## src/rtl/wb_pkg.sv

```systemverilog
// Shared constants and types for the register-file writeback arbiter.
package wb_pkg;

    localparam int unsigned ADDR_W   = 4;
    localparam int unsigned DATA_W   = 16;
    localparam int unsigned NUM_REGS = 16;

    localparam logic [ADDR_W-1:0] REG_ZERO = 4'd0;

    typedef logic [ADDR_W-1:0] reg_addr_t;
    typedef logic [DATA_W-1:0] reg_data_t;

    // Width of a pointer that indexes n requesters (at least one bit).
    function automatic int unsigned ptr_width(input int unsigned n);
        return (n > 1) ? $clog2(n) : 1;
    endfunction

endpackage

```

## src/rtl/regfile_wb_arbiter_if.sv

```systemverilog
// Writeback request bus: per-requester valid/addr/data with a one-hot ready.
interface regfile_wb_arbiter_if #(
    parameter int unsigned NUM_REQ = 3,
    parameter int unsigned ADDR_W  = 4,
    parameter int unsigned DATA_W  = 16
);

    logic [NUM_REQ-1:0]        req_valid;
    logic [NUM_REQ*ADDR_W-1:0] req_addr;
    logic [NUM_REQ*DATA_W-1:0] req_data;
    logic [NUM_REQ-1:0]        req_ready;

    // Requester side.
    modport master (
        output req_valid,
        output req_addr,
        output req_data,
        input  req_ready
    );

    // Arbiter side.
    modport slave (
        input  req_valid,
        input  req_addr,
        input  req_data,
        output req_ready
    );

endinterface

```

## src/rtl/regfile_wb_arbiter_rr_arbiter.sv

```systemverilog
// Combinational round-robin arbiter: rotate requests so the pointer lands on
// bit 0, pick the lowest set bit, then rotate the grant back.
module rr_arbiter
    import wb_pkg::*;
#(
    parameter int unsigned N     = 3,
    parameter int unsigned PTR_W = ptr_width(N)
) (
    input  logic [N-1:0]     req,
    input  logic             en,
    input  logic [PTR_W-1:0] ptr,
    output logic [N-1:0]     grant
);

    logic [N-1:0] req_rot;
    logic [N-1:0] gnt_rot;
    logic         found;

    // Rotate-priority-rotate back; no grant at all when disabled.
    always_comb begin
        req_rot = N'({req, req} >> ptr);
        gnt_rot = '0;
        found   = 1'b0;
        for (int unsigned i = 0; i < N; i++) begin
            if (en && req_rot[i] && !found) begin
                gnt_rot[i] = 1'b1;
                found      = 1'b1;
            end
        end
        grant = N'(({gnt_rot, gnt_rot} << ptr) >> N);
    end

endmodule

```

## src/rtl/regfile_wb_arbiter.sv

```systemverilog
// Shares the register file write port among NUM_REQ writeback sources with a
// registered output stage, and tracks per-register busy bits for decode.
module regfile_wb_arbiter #(
    parameter int unsigned NUM_REQ  = 3,
    parameter int unsigned ADDR_W   = 4,
    parameter int unsigned DATA_W   = 16,
    parameter int unsigned NUM_REGS = 16
) (
    input  logic                clk,
    input  logic                reset,
    regfile_wb_arbiter_if.slave req_bus,
    input  logic                wb_stall,
    input  logic                claim_valid,
    input  logic [ADDR_W-1:0]   claim_addr,
    output logic                rf_regWrite,
    output logic [ADDR_W-1:0]   rf_write_reg,
    output logic [DATA_W-1:0]   rf_write_data,
    output logic [NUM_REGS-1:0] busy_vec,
    output logic [1:0]          grant_id
);

    import wb_pkg::*;

    localparam int unsigned PTR_W = ptr_width(NUM_REQ);

    logic [PTR_W-1:0]    ptr_q, ptr_d;
    logic                we_q, we_d;
    logic [ADDR_W-1:0]   addr_q, addr_d;
    logic [DATA_W-1:0]   data_q, data_d;
    logic [1:0]          gid_q, gid_d;
    logic [NUM_REGS-1:0] busy_q, busy_d;

    logic [NUM_REQ-1:0]  grant;
    logic                xfer;
    logic [PTR_W-1:0]    sel_idx;
    logic [ADDR_W-1:0]   sel_addr;
    logic [DATA_W-1:0]   sel_data;

    rr_arbiter #(
        .N     (NUM_REQ),
        .PTR_W (PTR_W)
    ) u_arb (
        .req   (req_bus.req_valid),
        .en    (!wb_stall && !reset),
        .ptr   (ptr_q),
        .grant (grant)
    );

    assign req_bus.req_ready = grant;

    // Mux the granted requester's index, address and data.
    always_comb begin
        xfer     = |grant;
        sel_idx  = '0;
        sel_addr = '0;
        sel_data = '0;
        for (int unsigned i = 0; i < NUM_REQ; i++) begin
            if (grant[i]) begin
                sel_idx  = PTR_W'(i);
                sel_addr = req_bus.req_addr[i*ADDR_W +: ADDR_W];
                sel_data = req_bus.req_data[i*DATA_W +: DATA_W];
            end
        end
    end

    // Next state for pointer, output stage and busy scoreboard.
    always_comb begin
        ptr_d  = ptr_q;
        we_d   = 1'b0;
        addr_d = addr_q;
        data_d = data_q;
        gid_d  = gid_q;
        if (xfer) begin
            ptr_d  = (sel_idx == PTR_W'(NUM_REQ - 1)) ? '0 : sel_idx + PTR_W'(1);
            we_d   = (sel_addr != ADDR_W'(REG_ZERO));
            addr_d = sel_addr;
            data_d = sel_data;
            gid_d  = 2'(sel_idx);
        end
        // Clear lands with the write; a claim at the same edge overrides it.
        busy_d = busy_q;
        if (we_q) begin
            busy_d[addr_q] = 1'b0;
        end
        if (claim_valid && (claim_addr != ADDR_W'(REG_ZERO))) begin
            busy_d[claim_addr] = 1'b1;
        end
        busy_d[0] = 1'b0;
    end

    // State registers with synchronous reset.
    always_ff @(posedge clk) begin
        if (reset) begin
            ptr_q  <= '0;
            we_q   <= 1'b0;
            addr_q <= '0;
            data_q <= '0;
            gid_q  <= '0;
            busy_q <= '0;
        end else begin
            ptr_q  <= ptr_d;
            we_q   <= we_d;
            addr_q <= addr_d;
            data_q <= data_d;
            gid_q  <= gid_d;
            busy_q <= busy_d;
        end
    end

    assign rf_regWrite   = we_q;
    assign rf_write_reg  = addr_q;
    assign rf_write_data = data_q;
    assign busy_vec      = busy_q;
    assign grant_id      = gid_q;

endmodule
```

## src/flat_wrapper.sv

```systemverilog
// flat-port wrapper written by rule: the top's interface ports become plain ports
module regfile_wb_arbiter_flat import wb_pkg::*;
#(
    parameter int unsigned NUM_REQ  = 3,
    parameter int unsigned ADDR_W   = 4,
    parameter int unsigned DATA_W   = 16,
    parameter int unsigned NUM_REGS = 16
)
  (clk, reset, wb_stall, claim_valid, claim_addr, rf_regWrite, rf_write_reg, rf_write_data, busy_vec, grant_id, req_bus_req_valid, req_bus_req_addr, req_bus_req_data, req_bus_req_ready);
  regfile_wb_arbiter_if #(.NUM_REQ(NUM_REQ), .ADDR_W(ADDR_W), .DATA_W(DATA_W)) req_bus_i ();
  input  logic clk;
  input  logic reset;
  input  logic wb_stall;
  input  logic claim_valid;
  input  logic [ADDR_W-1:0] claim_addr;
  output logic rf_regWrite;
  output logic [ADDR_W-1:0] rf_write_reg;
  output logic [DATA_W-1:0] rf_write_data;
  output logic [NUM_REGS-1:0] busy_vec;
  output logic [1:0] grant_id;
  input wire logic [$bits(req_bus_i.req_valid)-1:0] req_bus_req_valid;
  input wire logic [$bits(req_bus_i.req_addr)-1:0] req_bus_req_addr;
  input wire logic [$bits(req_bus_i.req_data)-1:0] req_bus_req_data;
  output wire logic [$bits(req_bus_i.req_ready)-1:0] req_bus_req_ready;
  assign req_bus_i.req_valid = req_bus_req_valid;
  assign req_bus_i.req_addr = req_bus_req_addr;
  assign req_bus_i.req_data = req_bus_req_data;
  assign req_bus_req_ready = req_bus_i.req_ready;
  regfile_wb_arbiter #(.NUM_REQ(NUM_REQ), .ADDR_W(ADDR_W), .DATA_W(DATA_W), .NUM_REGS(NUM_REGS)) u_core (.clk(clk), .reset(reset), .req_bus(req_bus_i), .wb_stall(wb_stall), .claim_valid(claim_valid), .claim_addr(claim_addr), .rf_regWrite(rf_regWrite), .rf_write_reg(rf_write_reg), .rf_write_data(rf_write_data), .busy_vec(busy_vec), .grant_id(grant_id));
endmodule
```

## config.mk

```make
export PLATFORM = sky130hd
export DESIGN_NAME = regfile_wb_arbiter_flat
export DESIGN_NICKNAME = d
export VERILOG_FILES = /design/src/rtl/wb_pkg.sv /design/src/rtl/regfile_wb_arbiter_if.sv /design/src/rtl/regfile_wb_arbiter_rr_arbiter.sv /design/src/rtl/regfile_wb_arbiter.sv /design/src/flat_wrapper.sv
export SDC_FILE = /design/constraint.sdc
export NUM_CORES = 1
export LEC_CHECK = 0
export ABC_AREA = 1
export CAP_MARGIN = 20
export CORE_MARGIN = 3
export CORE_UTILIZATION = 37
export DETAILED_ROUTE_END_ITERATION = 12
export PLACE_DENSITY_LB_ADDON = 0.25
export SETUP_SLACK_MARGIN = 0.3
export SYNTH_ARGS = -nofsm -noshare
export SYNTH_HDL_FRONTEND = slang
export SYNTH_SLANG_ARGS = --single-unit
```

## constraint.sdc

```tcl
create_clock -name clk -period 1.6 [get_ports clk]
set_input_delay 0.16 -clock clk [delete_from_list [all_inputs] [get_ports clk]]
set_output_delay 0.16 -clock clk [all_outputs]
set_load 0.01 [all_outputs]
```

=== Word-level counts from Yosys, hierarchy flattened ===
Index checks and enable logic that the tools add are counted.

* Register bits after elaboration: 41
* Latch bits: 0
* Memory bits (writable): 0
* Bits in read-only memories: 0
* Input port bits: 71
* Output and inout port bits: 42
* Memories kept: 0

* Add/subtract/negate cells: 1
* Multiply operators: 0
* Divide/modulo/power cells: 0
* Order comparisons: 4
* Eq/ne operators: 1
* Shift-type cells: 2
* Multiplexer cells: 19
* Bitwise logic cells: 4
* Reduce and logical (&&, ||, !) cells: 17

{| class="wikitable"
|+ Operator list
! cell !! count
|-
| 2-to-1 mux 16 bit || 5
|-
| bitwise AND 16 bit || 1
|-
| NOT 16 bit || 1
|-
| OR 16 bit || 1
|-
| 2-to-1 mux 4 bit || 3
|-
| < comparator 4 x 5 -> 1 bit, second input constant || 2
|-
| logical AND 1 bit || 9
|-
| demux 1 bit (select 4 bit) || 2
|-
| >= comparator 4 x 1 -> 1 bit, second input constant || 2
|-
| nonzero test 4 bit || 2
|-
| 2-to-1 mux 1 bit || 7
|-
| << shifter 6 x 2 -> 6 bit || 1
|-
| >> shifter 6 x 2 -> 3 bit || 1
|-
| logical NOT 1 bit || 4
|-
| 2-to-1 mux 2 bit || 2
|-
| OR reduction 3 bit || 1
|-
| adder 2 x 1 -> 2 bit, second input constant || 1
|-
| equality test 2 bit, second input constant || 1
|-
| OR reduction 2 bit || 1
|-
| NOT 1 bit || 1
|}

=== Depth between registers and ports, before layout ===
* Depth after elaboration: 15
* Gate-level depth with buffers: 16
* Depth with buffers taken out: 15

=== Hierarchy ===
Synthesis repeated with hierarchy kept, for this count alone.

* Cell total of the unflattened synthesis: 299
* Area total of the unflattened synthesis: 2013.2 µm²

{| class="wikitable"
|+ Modules (own cells, without submodules)
! module !! instances !! cells an instance !! area each (µm²) !! sequential area each (µm²)
|-
| regfile_wb_arbiter || 1 || 259 || 1815.5 || 780.7
|-
| rr_arbiter || 1 || 40 || 197.7 || 0.0
|}

=== Worst setup path after synthesis ===
No wires, ideal clock.

* Path kind: register to register
* Start point: register u_core.grant_id[0] (netlist name)
* End point: register u_core.data_q[8], in the netlist u_core.rf_write_data[8]
* Library setup time: 111 ps
* Arrival time: 1648 ps
* Data required time: 1489 ps
* Setup slack: -159 ps
* Stages on the path, launching flop included: 15
* Buffers on the path: 1
* Clock period less this slack: 1759 ps
* Path through: dfxtp_1 -> inv_2 -> nand3_2 -> nand2_1 -> nor2_2 -> nand2_1 -> nand2_1 -> nand2_1 -> nand2_1 -> nand2_2 -> nand3_4 -> buf_6 -> nand2_1 -> nor2_2 -> nor2_1

{| class="wikitable"
|+ RTL lines
! element !! line !! source
|-
| end signal, assigned || regfile_wb_arbiter.sv:104 || <nowiki>data_q <= data_d;</nowiki>
|-
| end, declared || regfile_wb_arbiter.sv:29 || <nowiki>logic [DATA_W-1:0] data_q, data_d;</nowiki>
|}

=== Final worst setup path ===
* Start point: input port req_bus_req_valid[1]
* End point: register u_core.data_q[8], in the netlist u_core.rf_write_data[8]

* Longest elaborated chain between the ends: 13
* Elaborated cells between the ends (all ways): 17
* Classes of those cells: shift (2); mux (7); reduce/logical (8)

{| class="wikitable"
|+ Ends and longest elaborated chain
! element !! line !! source
|-
| start, declared || flat_wrapper.sv:21 || <nowiki>input wire logic [$bits(req_bus_i.req_valid)-1:0] req_bus_req_valid;</nowiki>
|-
| >> shifter 6 x 2 -> 3 bit (*) || regfile_wb_arbiter_rr_arbiter.sv:21 || <nowiki>req_rot = N'({req, req} >> ptr);</nowiki>
|-
| logical AND 1 bit || regfile_wb_arbiter_rr_arbiter.sv:25 || <nowiki>if (en && req_rot[i] && !found) begin</nowiki>
|-
| 2-to-1 mux 1 bit || regfile_wb_arbiter_rr_arbiter.sv:25 ||
|-
| logical NOT 1 bit || regfile_wb_arbiter_rr_arbiter.sv:25 ||
|-
| logical AND 1 bit || regfile_wb_arbiter_rr_arbiter.sv:25 ||
|-
| 2-to-1 mux 1 bit || regfile_wb_arbiter_rr_arbiter.sv:25 ||
|-
| logical NOT 1 bit || regfile_wb_arbiter_rr_arbiter.sv:25 ||
|-
| logical AND 1 bit || regfile_wb_arbiter_rr_arbiter.sv:25 ||
|-
| 2-to-1 mux 1 bit || regfile_wb_arbiter_rr_arbiter.sv:25 ||
|-
| << shifter 6 x 2 -> 6 bit (*) || regfile_wb_arbiter_rr_arbiter.sv:30 || <nowiki>grant = N'(({gnt_rot, gnt_rot} << ptr) >> N);</nowiki>
|-
| 2-to-1 mux 16 bit (3 in a row) || regfile_wb_arbiter.sv:58 || <nowiki>if (grant[i]) begin</nowiki>
|}

Mark *: on every way between the ends. The rest lies on a longest branch, timed or not.
A chain may end at the register's enable or synchronous reset.

==> impl_results.md <==
- Kind of critical path: in -> reg
- Reg-to-reg slack, setup: -0.26 ns
- Final critical delay including setup and external delays: 1.87 ns
- Clk sinks: 39
- Pin count of the biggest net entering global routing: 25
- Worst-Skew Late Latency: just under 0.3 ns
- Effective utilization at floorplan: 39.4%
- Mean instance size in the synthesized netlist: 6.28 um^2
- Router iterations before antenna repair: 4
- End-of-flow core utilization: between 60% and 70%
- Wire length reported by the detailed router: about 8000 um
- Number of synthesized register bits: 39
- Hold-critical path depth: 2
- Fin crit share: 117%
- Highest-count cells in the layout ignoring fill and taps: nand2_1, clkdlybuf4s50_1, nor2_1, nand3_1, dlygate4sd2_1
- Number of hold violations in the final report: 0
- Clock tree skew after final layout: about 0.0065 ns
- Worst reg2reg path startpoint: u_core.ptr_q[0]
- Post-synthesis cell area: 0.00240 mm^2
- Final setup viols: 27
- Number of buffers inserted by hold repair at cts: 0
- Maximum root-to-sink buffer count: 2
- GRT overflow: 0
- Leakage power figure: 2.03 nW
- Cell variety after synth: 23
- Total power: about 7.0 mW
- Fraction of registers with async set or reset after synthesis: 0%
- # nets final: 588
- Max IR drop VDD: 0.909 mV
- Final weighted congestion in routability-driven placement: 0.869
- ANT cells: 0
- Die span in x: 86.6 um
- Number of rows created at floorplan: 28
- Violated checks: setup timing
- Register clock-pin slew on the reported worst setup and hold paths: around 0.08 ns
- Internal Dissipation: 3.88 mW
- Post-synth net total: 454
- Net switching power figure: 3.16 mW
- Worst-path fanout max: 10
- Count of buffers from port buffering: 111
- Post-synthesis to final-layout area growth: 72.8%
- Power per Cell Area: 1700 mW/mm^2
- Number of global-route vias before repair: 2724
- Antenna Violating Nets Remaining: 0
- Reg2Reg Capture Point: u_core.rf_write_data[15]
- Fillers: 550
- Portion of the post-synthesis area used by sequential elements: approximately 32%
- Warnings, synthesis: 0
- Dominant synthesized flop cell: dfxtp_1
- Num CTS Buffers: 5
- Max FFs per register: 16
- Fraction of power consumed by combinational cells: between 60% and 70%
- Iteration-0 DRC count of the detailed router: 114
- Number of cells after detailed placement: 574
- Power share of the clock group: 11.8%
- EDFF count, synth: 0
- Hold WC Path Type: reg -> reg
- Clock root cell: clkbuf_8
- All-Layer GR Usage: between 20% and 30%
- CP Data Arrival Time: 2.05 ns
- Non-Filler Instances: 593
- Total number of vias: about 3000
- Max Clock Freq: 0.534 GHz
- Startpoint type of the worst setup path: input pin
- Unrepaired setup endpoints after global routing: true
- Initial antenna violation count: 0
- Final Slew Violations: 0
- First-pass GRT wire length: between 10000 and 15000 um
- Leading cell type in the layout, fill and taps excluded: nand2_1
- Hold path start: u_core.busy_vec[4]
- Worst hold path endpoint: u_core.busy_vec[4]
- Worst Path Required: between 1.5 and 2 ns
- Post-layout worst setup margin: -0.271 ns
- Remaining design rule violation count: 0
- Std-Cell Core Area: just over 0.006 mm^2
- Dpl hpwl: 5690 um
- CTS tree: built
- Run status: finished with violations
- DIE AREA: roughly 0.0075 mm^2
- Post-synthesis cell count: 383
- Share of cells above drive strength 1: 21.2%
- Critical Path End Type: register
- Top-level I/O count: 113
- Wirelength per Cell: 13.7 um
- Flop pwr share: roughly 20%
- R2r worst-path depth: 14
- Via-per-instance ratio: 5.02
- Max_cap viols: 0
- CTS HTree Levels: 2
- Switching power as a share of total power: 44.9%
- Die Ht: just under 90 um
## per-layer routing
layer  vias up  GRT usage, %  wire, um
li1       1510             -         -
met1      1355          25.9      3460
met2       107          35.6      4080
met3         4          3.80       516
met4         0          3.40        53
met5         -             0         0
## layout make-up
cell class / count / area, um^2 / share of cell area [%]
tap: 75 / 93.8 / 2.26
timing repair buffer: 148 / 1460 / 35.1
clock buffer: 5 / 68.8 / 1.66
multi-input combinational: 286 / 1550 / 37.3
sequential: 39 / 791 / 19.0
clock inverter: 3 / 43.8 / 1.05
inverter: 37 / 149 / 3.58
## repair_timing
action / in CTS / in global routing
setup endpoints to repair: 65 / 27
hold endpoints to repair: 0 / 0
pin swaps: 8 / 28
resized for setup: 77 / 36
cloned: 0 / 1
buffers inserted: 3 / 7
## cells in the mapped netlist (3+ instances only)
master   count  area, um^2
nand4_1     22         138
buf_4        7        52.6
buf_6        5        56.3
nand3_1     54         270
inv_1       33         124
nand2_1    109         409
inv_2        3        11.3
dfxtp_1     39         781
o21ai_0     14        70.1
nor2_2       5        31.3
nor2_1      48         180
buf_2        7        35.0
a21oi_1     16        80.1
nand3_2      6        60.1
nand2_2      5        31.3
## stage by stage
step	worst slack (ns)	hold WS [ns]	cell area, um^2	setup TNS, ns
floorplan	-0.0635	0.325	2460	-1.14
global placement	-0.541	0.458	3740	-12.27
detailed placement	-0.564	0.468	3740	-13.39
CTS	-0.219	0.477	3930	-4.19
global route	-0.432	0.499	4160	-9.51
finish	-0.271	0.469	4160	-6.22
## worst max-delay path, stage by stage
cell and delay, ns:
clkdlybuf4s50_1 0.52, nand2_1 0.12, nand2_2 0.11, nor2_4 0.05, nor2_4 0.13, nand2_1 0.07
nand2_1 0.08, nand2_2 0.07, nand2_2 0.10, nand2_4 0.08, buf_6 0.13, nand3_4 0.09
buf_12 0.13, nand2_1 0.06, nor2_2 0.10, nor2_1 0.04
## how the worst max path moves through the flow
stage,startpoint,end,slack (ns)
final,req_bus_req_valid[1],u_core.rf_write_data[8],-0.27
after global routing,u_core.ptr_q[0],u_core.rf_write_data[15],-0.43
after CTS,u_core.ptr_q[0],u_core.rf_write_data[6],-0.22
after detailed placement,reset,req_bus_req_ready[2],-0.56
after global placement,reset,req_bus_req_ready[1],-0.54
after floorplan,u_core.ptr_q[0],u_core.rf_write_data[10],-0.06
## kinds of logic after synthesis
logic type / synth area share (%)
AND/OR/NAND/NOR: 48.0
buffers and inverters: 12.2
flip-flops: 32.5
AO/OA/AOI/OAI: 7.18
other: 0.156
## power by group through the flow
stage	registers (mW)	logic [mW]	clock network, mW
CTS	1.40	4.25	0.838
global placement	1.42	4.07	0
floorplan	1.52	2.59	0
detailed placement	1.43	4.16	0
global route	1.44	5.32	0.889
finish	1.41	4.81	0.829
Power figures use the tool's default switching activity.
